`src/rtl/window_3x3_linebuf_pkg.sv`:
```
// Shared definitions for the 3x3 raster-to-window stage and the kernel that consumes it.
package window_3x3_linebuf_pkg;
  localparam int DATA_W_DEF = 13;
  localparam int IMG_W_DEF  = 64;
  localparam int IMG_H_DEF  = 64;
  localparam int WIN_N      = 9;

  typedef logic [DATA_W_DEF-1:0] pixel_t;
  // p0..p8, index 0 = top-left, 8 = bottom-right
  typedef pixel_t [WIN_N-1:0] window_t;
endpackage

```
`src/rtl/window_3x3_linebuf_if.sv`:
```
// Pixel-in / window-out bundle. master = pixel source side, slave = window stage.
interface window_3x3_linebuf_if #(
  parameter int DATA_W = 13,
  parameter int IMG_W  = 64,
  parameter int IMG_H  = 64,
  parameter int CW     = $clog2(IMG_W),
  parameter int RW     = $clog2(IMG_H)
);
  logic              in_valid;
  logic              in_sof;
  logic [DATA_W-1:0] in_pixel;
  logic              out_valid;
  logic              out_last;
  logic [RW-1:0]     out_row;
  logic [CW-1:0]     out_col;
  logic [DATA_W-1:0] p0, p1, p2, p3, p4, p5, p6, p7, p8;

  modport master (
    output in_valid, in_sof, in_pixel,
    input  out_valid, out_last, out_row, out_col,
    input  p0, p1, p2, p3, p4, p5, p6, p7, p8
  );

  modport slave (
    input  in_valid, in_sof, in_pixel,
    output out_valid, out_last, out_row, out_col,
    output p0, p1, p2, p3, p4, p5, p6, p7, p8
  );
endinterface

```
`src/rtl/window_3x3_linebuf_line_buffer.sv`:
```
// One image row of storage; combinational read of the old word, write on the same edge.
module window_3x3_linebuf_line_buffer #(
  parameter int DATA_W = 13,
  parameter int DEPTH  = 64,
  parameter int AW     = $clog2(DEPTH)
) (
  input  logic              clk,
  input  logic              we,
  input  logic [AW-1:0]     addr,
  input  logic [DATA_W-1:0] wdata,
  output logic [DATA_W-1:0] rdata
);
  // Not reset: stale words are never exposed because windows need c>=2 and r>=2.
  logic [DATA_W-1:0] mem [DEPTH];

  assign rdata = mem[addr];

  // Write the new word; the read above still sees the previous contents this cycle.
  always_ff @(posedge clk) begin
    if (we) mem[addr] <= wdata;
  end
endmodule

```
`src/rtl/window_3x3_linebuf.sv`:
```
// Raster-to-3x3-window stage: two line buffers plus a 3x3 shift window, 1-cycle latency.
module window_3x3_linebuf
  import window_3x3_linebuf_pkg::*;
#(
  parameter int DATA_W = DATA_W_DEF,
  parameter int IMG_W  = IMG_W_DEF,
  parameter int IMG_H  = IMG_H_DEF,
  parameter int CW     = $clog2(IMG_W),
  parameter int RW     = $clog2(IMG_H)
) (
  input  logic clk,
  input  logic rst_n,
  window_3x3_linebuf_if.slave bus
);
  logic                          accept;
  logic [CW-1:0]                 col, cur_c;
  logic [RW-1:0]                 row, cur_r;
  logic                          end_c, end_r, win_ok;
  logic [DATA_W-1:0]             top_rd, mid_rd;
  logic [WIN_N-1:0][DATA_W-1:0]  win;
  logic                          out_valid_q, out_last_q;
  logic [RW-1:0]                 out_row_q;
  logic [CW-1:0]                 out_col_q;

  // in_sof forces the pixel to (0,0) regardless of where the counters are
  assign accept = bus.in_valid;
  assign cur_c  = bus.in_sof ? '0 : col;
  assign cur_r  = bus.in_sof ? '0 : row;
  assign end_c  = (cur_c == CW'(IMG_W-1));
  assign end_r  = (cur_r == RW'(IMG_H-1));
  assign win_ok = (cur_r >= RW'(2)) && (cur_c >= CW'(2));

  // lb_top holds row r-2, lb_mid holds row r-1 at the current column
  window_3x3_linebuf_line_buffer #(.DATA_W(DATA_W), .DEPTH(IMG_W), .AW(CW)) u_lb_top (
    .clk(clk), .we(accept), .addr(cur_c), .wdata(mid_rd), .rdata(top_rd)
  );
  window_3x3_linebuf_line_buffer #(.DATA_W(DATA_W), .DEPTH(IMG_W), .AW(CW)) u_lb_mid (
    .clk(clk), .we(accept), .addr(cur_c), .wdata(bus.in_pixel), .rdata(mid_rd)
  );

  // Raster position counters, advanced from the (possibly sof-forced) current position
  always_ff @(posedge clk or negedge rst_n) begin
    if (!rst_n) begin
      col <= '0;
      row <= '0;
    end else if (accept) begin
      if (end_c) begin
        col <= '0;
        row <= end_r ? '0 : cur_r + RW'(1);
      end else begin
        col <= cur_c + CW'(1);
        row <= cur_r;
      end
    end
  end

  // Shift the 3x3 window left by one column on each accepted pixel
  always_ff @(posedge clk or negedge rst_n) begin
    if (!rst_n) begin
      win <= '0;
    end else if (accept) begin
      win[0] <= win[1]; win[1] <= win[2]; win[2] <= top_rd;
      win[3] <= win[4]; win[4] <= win[5]; win[5] <= mid_rd;
      win[6] <= win[7]; win[7] <= win[8]; win[8] <= bus.in_pixel;
    end
  end

  // Valid/last pulses and the window centre; centre only moves on real windows
  always_ff @(posedge clk or negedge rst_n) begin
    if (!rst_n) begin
      out_valid_q <= 1'b0;
      out_last_q  <= 1'b0;
      out_row_q   <= '0;
      out_col_q   <= '0;
    end else begin
      out_valid_q <= accept && win_ok;
      out_last_q  <= accept && end_r && end_c;
      if (accept && win_ok) begin
        out_row_q <= cur_r - RW'(1);
        out_col_q <= cur_c - CW'(1);
      end
    end
  end

  assign bus.out_valid = out_valid_q;
  assign bus.out_last  = out_last_q;
  assign bus.out_row   = out_row_q;
  assign bus.out_col   = out_col_q;
  assign bus.p0 = win[0];
  assign bus.p1 = win[1];
  assign bus.p2 = win[2];
  assign bus.p3 = win[3];
  assign bus.p4 = win[4];
  assign bus.p5 = win[5];
  assign bus.p6 = win[6];
  assign bus.p7 = win[7];
  assign bus.p8 = win[8];
endmodule
```
`src/flat_wrapper.sv`:
```
// flat-port wrapper written by rule: the top's interface ports become plain ports
module window_3x3_linebuf_flat import window_3x3_linebuf_pkg::*;
#(
  parameter int DATA_W = DATA_W_DEF,
  parameter int IMG_W  = IMG_W_DEF,
  parameter int IMG_H  = IMG_H_DEF,
  parameter int CW     = $clog2(IMG_W),
  parameter int RW     = $clog2(IMG_H)
)
  (clk, rst_n, bus_in_valid, bus_in_sof, bus_in_pixel, bus_out_valid, bus_out_last, bus_out_row, bus_out_col, bus_p0, bus_p1, bus_p2, bus_p3, bus_p4, bus_p5, bus_p6, bus_p7, bus_p8);
  window_3x3_linebuf_if #(.DATA_W(DATA_W), .IMG_W(IMG_W), .IMG_H(IMG_H), .CW(CW), .RW(RW)) bus_i ();
  input  logic clk;
  input  logic rst_n;
  input wire logic [$bits(bus_i.in_valid)-1:0] bus_in_valid;
  input wire logic [$bits(bus_i.in_sof)-1:0] bus_in_sof;
  input wire logic [$bits(bus_i.in_pixel)-1:0] bus_in_pixel;
  output wire logic [$bits(bus_i.out_valid)-1:0] bus_out_valid;
  output wire logic [$bits(bus_i.out_last)-1:0] bus_out_last;
  output wire logic [$bits(bus_i.out_row)-1:0] bus_out_row;
  output wire logic [$bits(bus_i.out_col)-1:0] bus_out_col;
  output wire logic [$bits(bus_i.p0)-1:0] bus_p0;
  output wire logic [$bits(bus_i.p1)-1:0] bus_p1;
  output wire logic [$bits(bus_i.p2)-1:0] bus_p2;
  output wire logic [$bits(bus_i.p3)-1:0] bus_p3;
  output wire logic [$bits(bus_i.p4)-1:0] bus_p4;
  output wire logic [$bits(bus_i.p5)-1:0] bus_p5;
  output wire logic [$bits(bus_i.p6)-1:0] bus_p6;
  output wire logic [$bits(bus_i.p7)-1:0] bus_p7;
  output wire logic [$bits(bus_i.p8)-1:0] bus_p8;
  assign bus_i.in_valid = bus_in_valid;
  assign bus_i.in_sof = bus_in_sof;
  assign bus_i.in_pixel = bus_in_pixel;
  assign bus_out_valid = bus_i.out_valid;
  assign bus_out_last = bus_i.out_last;
  assign bus_out_row = bus_i.out_row;
  assign bus_out_col = bus_i.out_col;
  assign bus_p0 = bus_i.p0;
  assign bus_p1 = bus_i.p1;
  assign bus_p2 = bus_i.p2;
  assign bus_p3 = bus_i.p3;
  assign bus_p4 = bus_i.p4;
  assign bus_p5 = bus_i.p5;
  assign bus_p6 = bus_i.p6;
  assign bus_p7 = bus_i.p7;
  assign bus_p8 = bus_i.p8;
  window_3x3_linebuf #(.DATA_W(DATA_W), .IMG_W(IMG_W), .IMG_H(IMG_H), .CW(CW), .RW(RW)) u_core (.clk(clk), .rst_n(rst_n), .bus(bus_i));
endmodule
```
`config.mk`:
```
export PLATFORM = sky130hd
export DESIGN_NAME = window_3x3_linebuf_flat
export DESIGN_NICKNAME = d
export VERILOG_FILES = /design/src/rtl/window_3x3_linebuf_pkg.sv /design/src/rtl/window_3x3_linebuf_if.sv /design/src/rtl/window_3x3_linebuf_line_buffer.sv /design/src/rtl/window_3x3_linebuf.sv /design/src/flat_wrapper.sv
export SDC_FILE = /design/constraint.sdc
export NUM_CORES = 2
export LEC_CHECK = 0
export ABC_AREA = 1
export CAP_MARGIN = 20
export CORE_ASPECT_RATIO = 1.5
export CORE_MARGIN = 2
export CORE_UTILIZATION = 55
export CTS_CLUSTER_SIZE = 10
export DETAILED_ROUTE_END_ITERATION = 8
export PLACE_DENSITY = 0.75
export SLEW_MARGIN = 10
export SYNTH_ARGS = -nofsm -noshare
export SYNTH_HDL_FRONTEND = slang
export SYNTH_SLANG_ARGS = --single-unit
```
`constraint.sdc`:
```
create_clock -name clk -period 7.25 [get_ports clk]
set_input_delay 1.45 -clock clk [delete_from_list [all_inputs] [get_ports clk]]
set_output_delay 1.45 -clock clk [all_outputs]
set_load 0.03 [all_outputs]
```
# Word level (Yosys, flattened, before mapping)
# Memories as Yosys holds them, arrays and structs flattened. A register that Yosys moved wholly into a read port is not among the register bits.
# Index checks and enable logic that the tools add are counted.
word_totals:
  register_bits: 130
  output_inout_bits: 131
  input_bits: 17
  mem_bits_rw: 1664
  mem_count: 2
  wordCells: 36
classes:
  n_addsub: 4
  reduce_logical: 5
  muxes: 7
  magnitude_cmp: 2
  eq_ne: 2
memory_table:
  columns: ["name", "depth", "width", "read_ports", "rd_ports_with_merged_regs", "write_ports", "line", "text"]
  rows:
  - ["u_core.u_lb_mid.mem", 64, 13, 1, 0, 1, "window_3x3_linebuf_line_buffer.sv:14", "logic [DATA_W-1:0] mem [DEPTH];"]
  - ["u_core.u_lb_top.mem", 64, 13, 1, 1, 1, "window_3x3_linebuf_line_buffer.sv:14", null]
ops:
  columns: ["cell", "n"]
  rows:
  - ["$mux W6", 5]
  - ["$add A6 B1 Y6 const B", 2]
  - ["$eq A6 B6 Y1 const B", 2]
  - ["$ge A6 B2 Y1 const B", 2]
  - ["$sub A6 B1 Y6 const B", 2]
  - ["$logic_and A1 B1 Y1", 4]
  - ["$mux W1", 2]
  - ["$logic_not A1 Y1", 1]

# Logic depth before layout (Yosys ltp)
depth:
  word_depth: 4
  mapped_depth: 18
  ltp_nobuf: 14

# Cells and area by module
# A second synthesis with hierarchy kept.
unflattened:
  cells_unflattened: 7591
  area_unflattened_um2: 76703.6
modules_own_cells:
  columns: ["module", "n_inst", "area_each_um2", "seq_area_each_um2", "cells_per_inst"]
  rows:
  - ["window_3x3_linebuf_line_buffer", 2, 35366.4, 24984.0, 3463]
  - ["window_3x3_linebuf", 1, 5970.7, 3578.4, 665]

# Worst setup path after synthesis
# Ideal clock, no wire load.
synth_timing:
  kind: "input port to flip-flop"
  startpoint: "input port bus_in_sof"
  endpoint: "memory u_core.u_lb_mid.mem[15][0] (enable)"
  setup_ns: 0.409
  arrival_ns: 3.801
  path_buffers: 4
  required_time_ns: 6.841
  cell_stages: 11
  setup_slack_ns: 3.040
  cell_sequence: "buf_6 -> inv_6 -> nand2_2 -> buf_4 -> nor2_4 -> buf_4 -> buf_4 -> nand2_1 -> inv_1 -> nand2_1 -> nor2_1"
synth_via:
  elab_chain_cells: 1
synth_lines:
  columns: ["item", "line", "text"]
  rows:
  - ["start, declared", "flat_wrapper.sv:15", "input wire logic [$bits(bus_i.in_sof)-1:0] bus_in_sof;"]
  - ["$mux W6", "window_3x3_linebuf.sv:27", "assign cur_c = bus.in_sof ? '0 : col;"]
  - ["end, declared", "window_3x3_linebuf_line_buffer.sv:14", null]
# Every way passes these cells.

# Worst setup path in the final report
layout_timing:
  startpoint: "input port bus_in_sof"
  endpoint: "memory u_core.u_lb_top.mem[51][8], data pin"
layout_via:
  elab_chain_cells: 2
layout_lines:
  columns: ["item", "line", "text"]
  rows:
  - ["$mux W6", "window_3x3_linebuf.sv:27", null]
  - ["$mem_v2 Z64 W13", null, null]
  - ["named net u_core.mid_rd[8]", "window_3x3_linebuf.sv:19", "logic [DATA_W-1:0] top_rd, mid_rd;"]
  - ["end, declared", "window_3x3_linebuf_line_buffer.sv:14", null]
# The timed path passes the listed nets, and every way through them passes these cells.

==> metrics.txt <==
outcome=completed; CTS Sinks=1807; syn nets=7344; hold-fix buffers at CTS=0; number of CTS-inserted buffers=199; Critical Path End=u_core.u_lb_top.mem[51][8]$_DFFE_PP_; final setup fails=0; cell leakage power=36.2 nW; Worst Path Max Fanout=118; most frequent cells after synthesis=nand2_1, edfxtp_1, inv_1; Setup crit end kind=register; fin crit share=71.1%; Critical R2R Launch=u_core.col[0]$_DFFE_PN0P_; Reg2Reg Depth=16; fin crit period=5150 ps; CTS Root Cell=clkbuf_16; post-CTS setup buffers=0; # nets final=7535; H-tree levels=4; post-CTS resize count=0; HP Class=reg2reg; share of flip-flops with an asynchronous set or reset=7.91%; area growth from synthesis to layout=12.6%; final total power=23.6 mW; post-route ant nets=0; syn_area_per_cell=10.4 µm²; CP startpoint=bus_in_sof; CTS Buffer Depth=3; Cells after Synth=7321; via count=53100; post-synth top area share=65.8%; Worst slew margin=25.9%; Die Y=459 µm; Fin Hold WS=469 ps; placed insts=9085; CP Launch Type=input port; max_cap viols=0; Iteration-0 DRC Markers=6450; proportion of layout cells with a drive suffix above 1=7.12%; Clock transition at path regs=50 ps; TritonCTS clock tree=built; first-pass GRT wire length=322 mm; Area contributors post-synth=edfxtp_1, nand2_1, dfrtp_1; final std cells w/o fill=9353; power per cell area=276 nW/µm²; crit path DAT=5670 ps; share of the yosys chip area belonging to registers=70.5%; Skew-Pair Late Insertion Delay=840 ps; #FFs+latches synth=1807; Setup CP Type=in2reg; Syn Std Cell Area=76000 µm²; top-count cell post-synth=nand2_1; count of warnings emitted by yosys=0; area of the die=141000 µm²; fmax=194 MHz; total wire length=220 mm; ys flop type=edfxtp_1; biggest area consumer among synthesized cells=edfxtp_1; # rows=167; Worst Skew=37.3 ps; GP Congestion=0.927; Synth cell types=33; global-route usage over all layers=31.2%; post-DP HPWL=127 mm; Vias/cell=5.67; Finished Core Util=62.1%; largest net degree at the start of global routing=145; CP required=7770 ps; GRT Residual Overflow=0; Top Ports=148; Port Buffers=147; Worst Tran Pin Value=1110 ps; Die X=307 µm; hold path start=u_core.bus.p6[0]$_DFFE_PN0P_; reg2reg end=u_core.u_lb_top.mem[51][8]$_DFFE_PP_; first-pass iteration count of the detailed router=6; area of the core=138000 µm²; initial antenna violation count=10; Routed wire per std cell=23.5 µm; peak supply drop=0.241 mV; reg2reg setup slack=2880 ps; vias in the first global route=52600; Initial Util=55.2%; Hold Violations, Final=0; unrepaired setup endpoints after global routing=no; Total Neg Setup Slack=0 ps; Post-synth EDFFs=1664; Final Max Slew Viols=0; DRC Markers=0
-- power by group --
| group | internal [mW] | switching [mW] | total, mW |
|---|---|---|---|
| sequential | 11.8 | 0.132 | 12.0 |
| combinational | 0.715 | 2.12 | 2.84 |
| clock | 4.99 | 3.86 | 8.84 |
-- critical path, stage by stage --
cell	delay, ps
clkdlybuf4s50_1	500
buf_4	240
inv_6	150
nand2_8	450
buf_12	300
buf_12	430
nand2_1	100
nand2_1	100
nand2_1	50
nand2_1	80
nand2_1	50
nand2_1	90
nand2_1	50
nand2_1	240
nor2_1	120
nand2_2	390
buf_4	640
-- per-layer routing --
layer	wire length (µm)	track usage [%]	vias to the layer above
met5	28	0	-
met4	18500	23.6	6
met3	20900	6.20	763
met2	108000	52.1	2982
met1	72600	35.5	25400
li1	-	-	24000
-- worst min path at each step --
stage | to | slack [ps] | depth (start not counted)
3_5_place_dp | u_core.bus.p6[0]$_DFFE_PN0P_ | 460 | 2
6_report | u_core.bus.p6[0]$_DFFE_PN0P_ | 470 | 2
3_3_place_gp | u_core.bus.p0[4]$_DFFE_PN0P_ | 460 | 2
4_1_cts | u_core.bus.p6[0]$_DFFE_PN0P_ | 470 | 2
2_1_floorplan | u_core.row[5]$_DFFE_PN0P_ | 480 | 2
5_1_grt | u_core.bus.p6[0]$_DFFE_PN0P_ | 490 | 2
-- area by class of cell --
class                   count  area [µm²]
clock inverters            16         265
flip-flops and latches   1807       53600
multi-input cells        4467       18400
well taps                1774        2220
diodes                      4        10.0
fillers                 10200       52100
clock buffers             248        5180
inverters                 689        2600
repair buffers            348        3340
-- cells by family after synthesis --
group	after synthesis	share of synthesized area [%]
xor+xnor	11	0.127
flops	1807	70.5
fa+ha+maj	6	0.0988
simple gates	4269	22.1
buf+inv	1047	5.68
compound gates	181	1.49
-- per-stage QoR --
stage / setup WS [ps] / area, µm²
CTS: 2310 / 85600
floorplan: 3040 / 76000
global route: 2020 / 85600
global placement: 1520 / 80100
finish: 2100 / 85600
detailed placement: 1450 / 80100
-- state kept, by name, summed over array words and instances, names as in the netlist, 13 cells and up --
signal / flops
u_core.bus.p3: 13
u_core.bus.p2: 13
u_core.u_lb_mid.mem: 832
u_core.bus.p6: 13
u_core.bus.p7: 13
u_core.bus.p1: 13
u_core.bus.p5: 13
u_core.bus.p8: 13
u_core.u_lb_top.mem: 832
u_core.bus.p4: 13
u_core.bus.p0: 13
-- cell usage in the layout, fill, tap and decap left out, types with 4 or more instances in the layout --
cell and n:
a31oi_1 4, o21ai_0 41, clkdlybuf4s50_1 132, nor2_2 66, nor2_4 7, or2_2 8
nor2_1 180, buf_2 13, or2_0 15, buf_4 167, o211ai_1 85, edfxtp_1 1664
inv_1 679, diode_2 4, nand2_1 3453, dfrtp_1 142, nand2_2 14, o21ai_1 30
clkbuf_1 48, nor3_1 4, clkbuf_16 200, buf_12 34, xor2_1 9, nand3b_1 18
nand3_1 499, a21oi_1 17, clkinv_8 6, inv_6 6, ha_1 6
No activity file was read; power rests on OpenSTA's default activity.
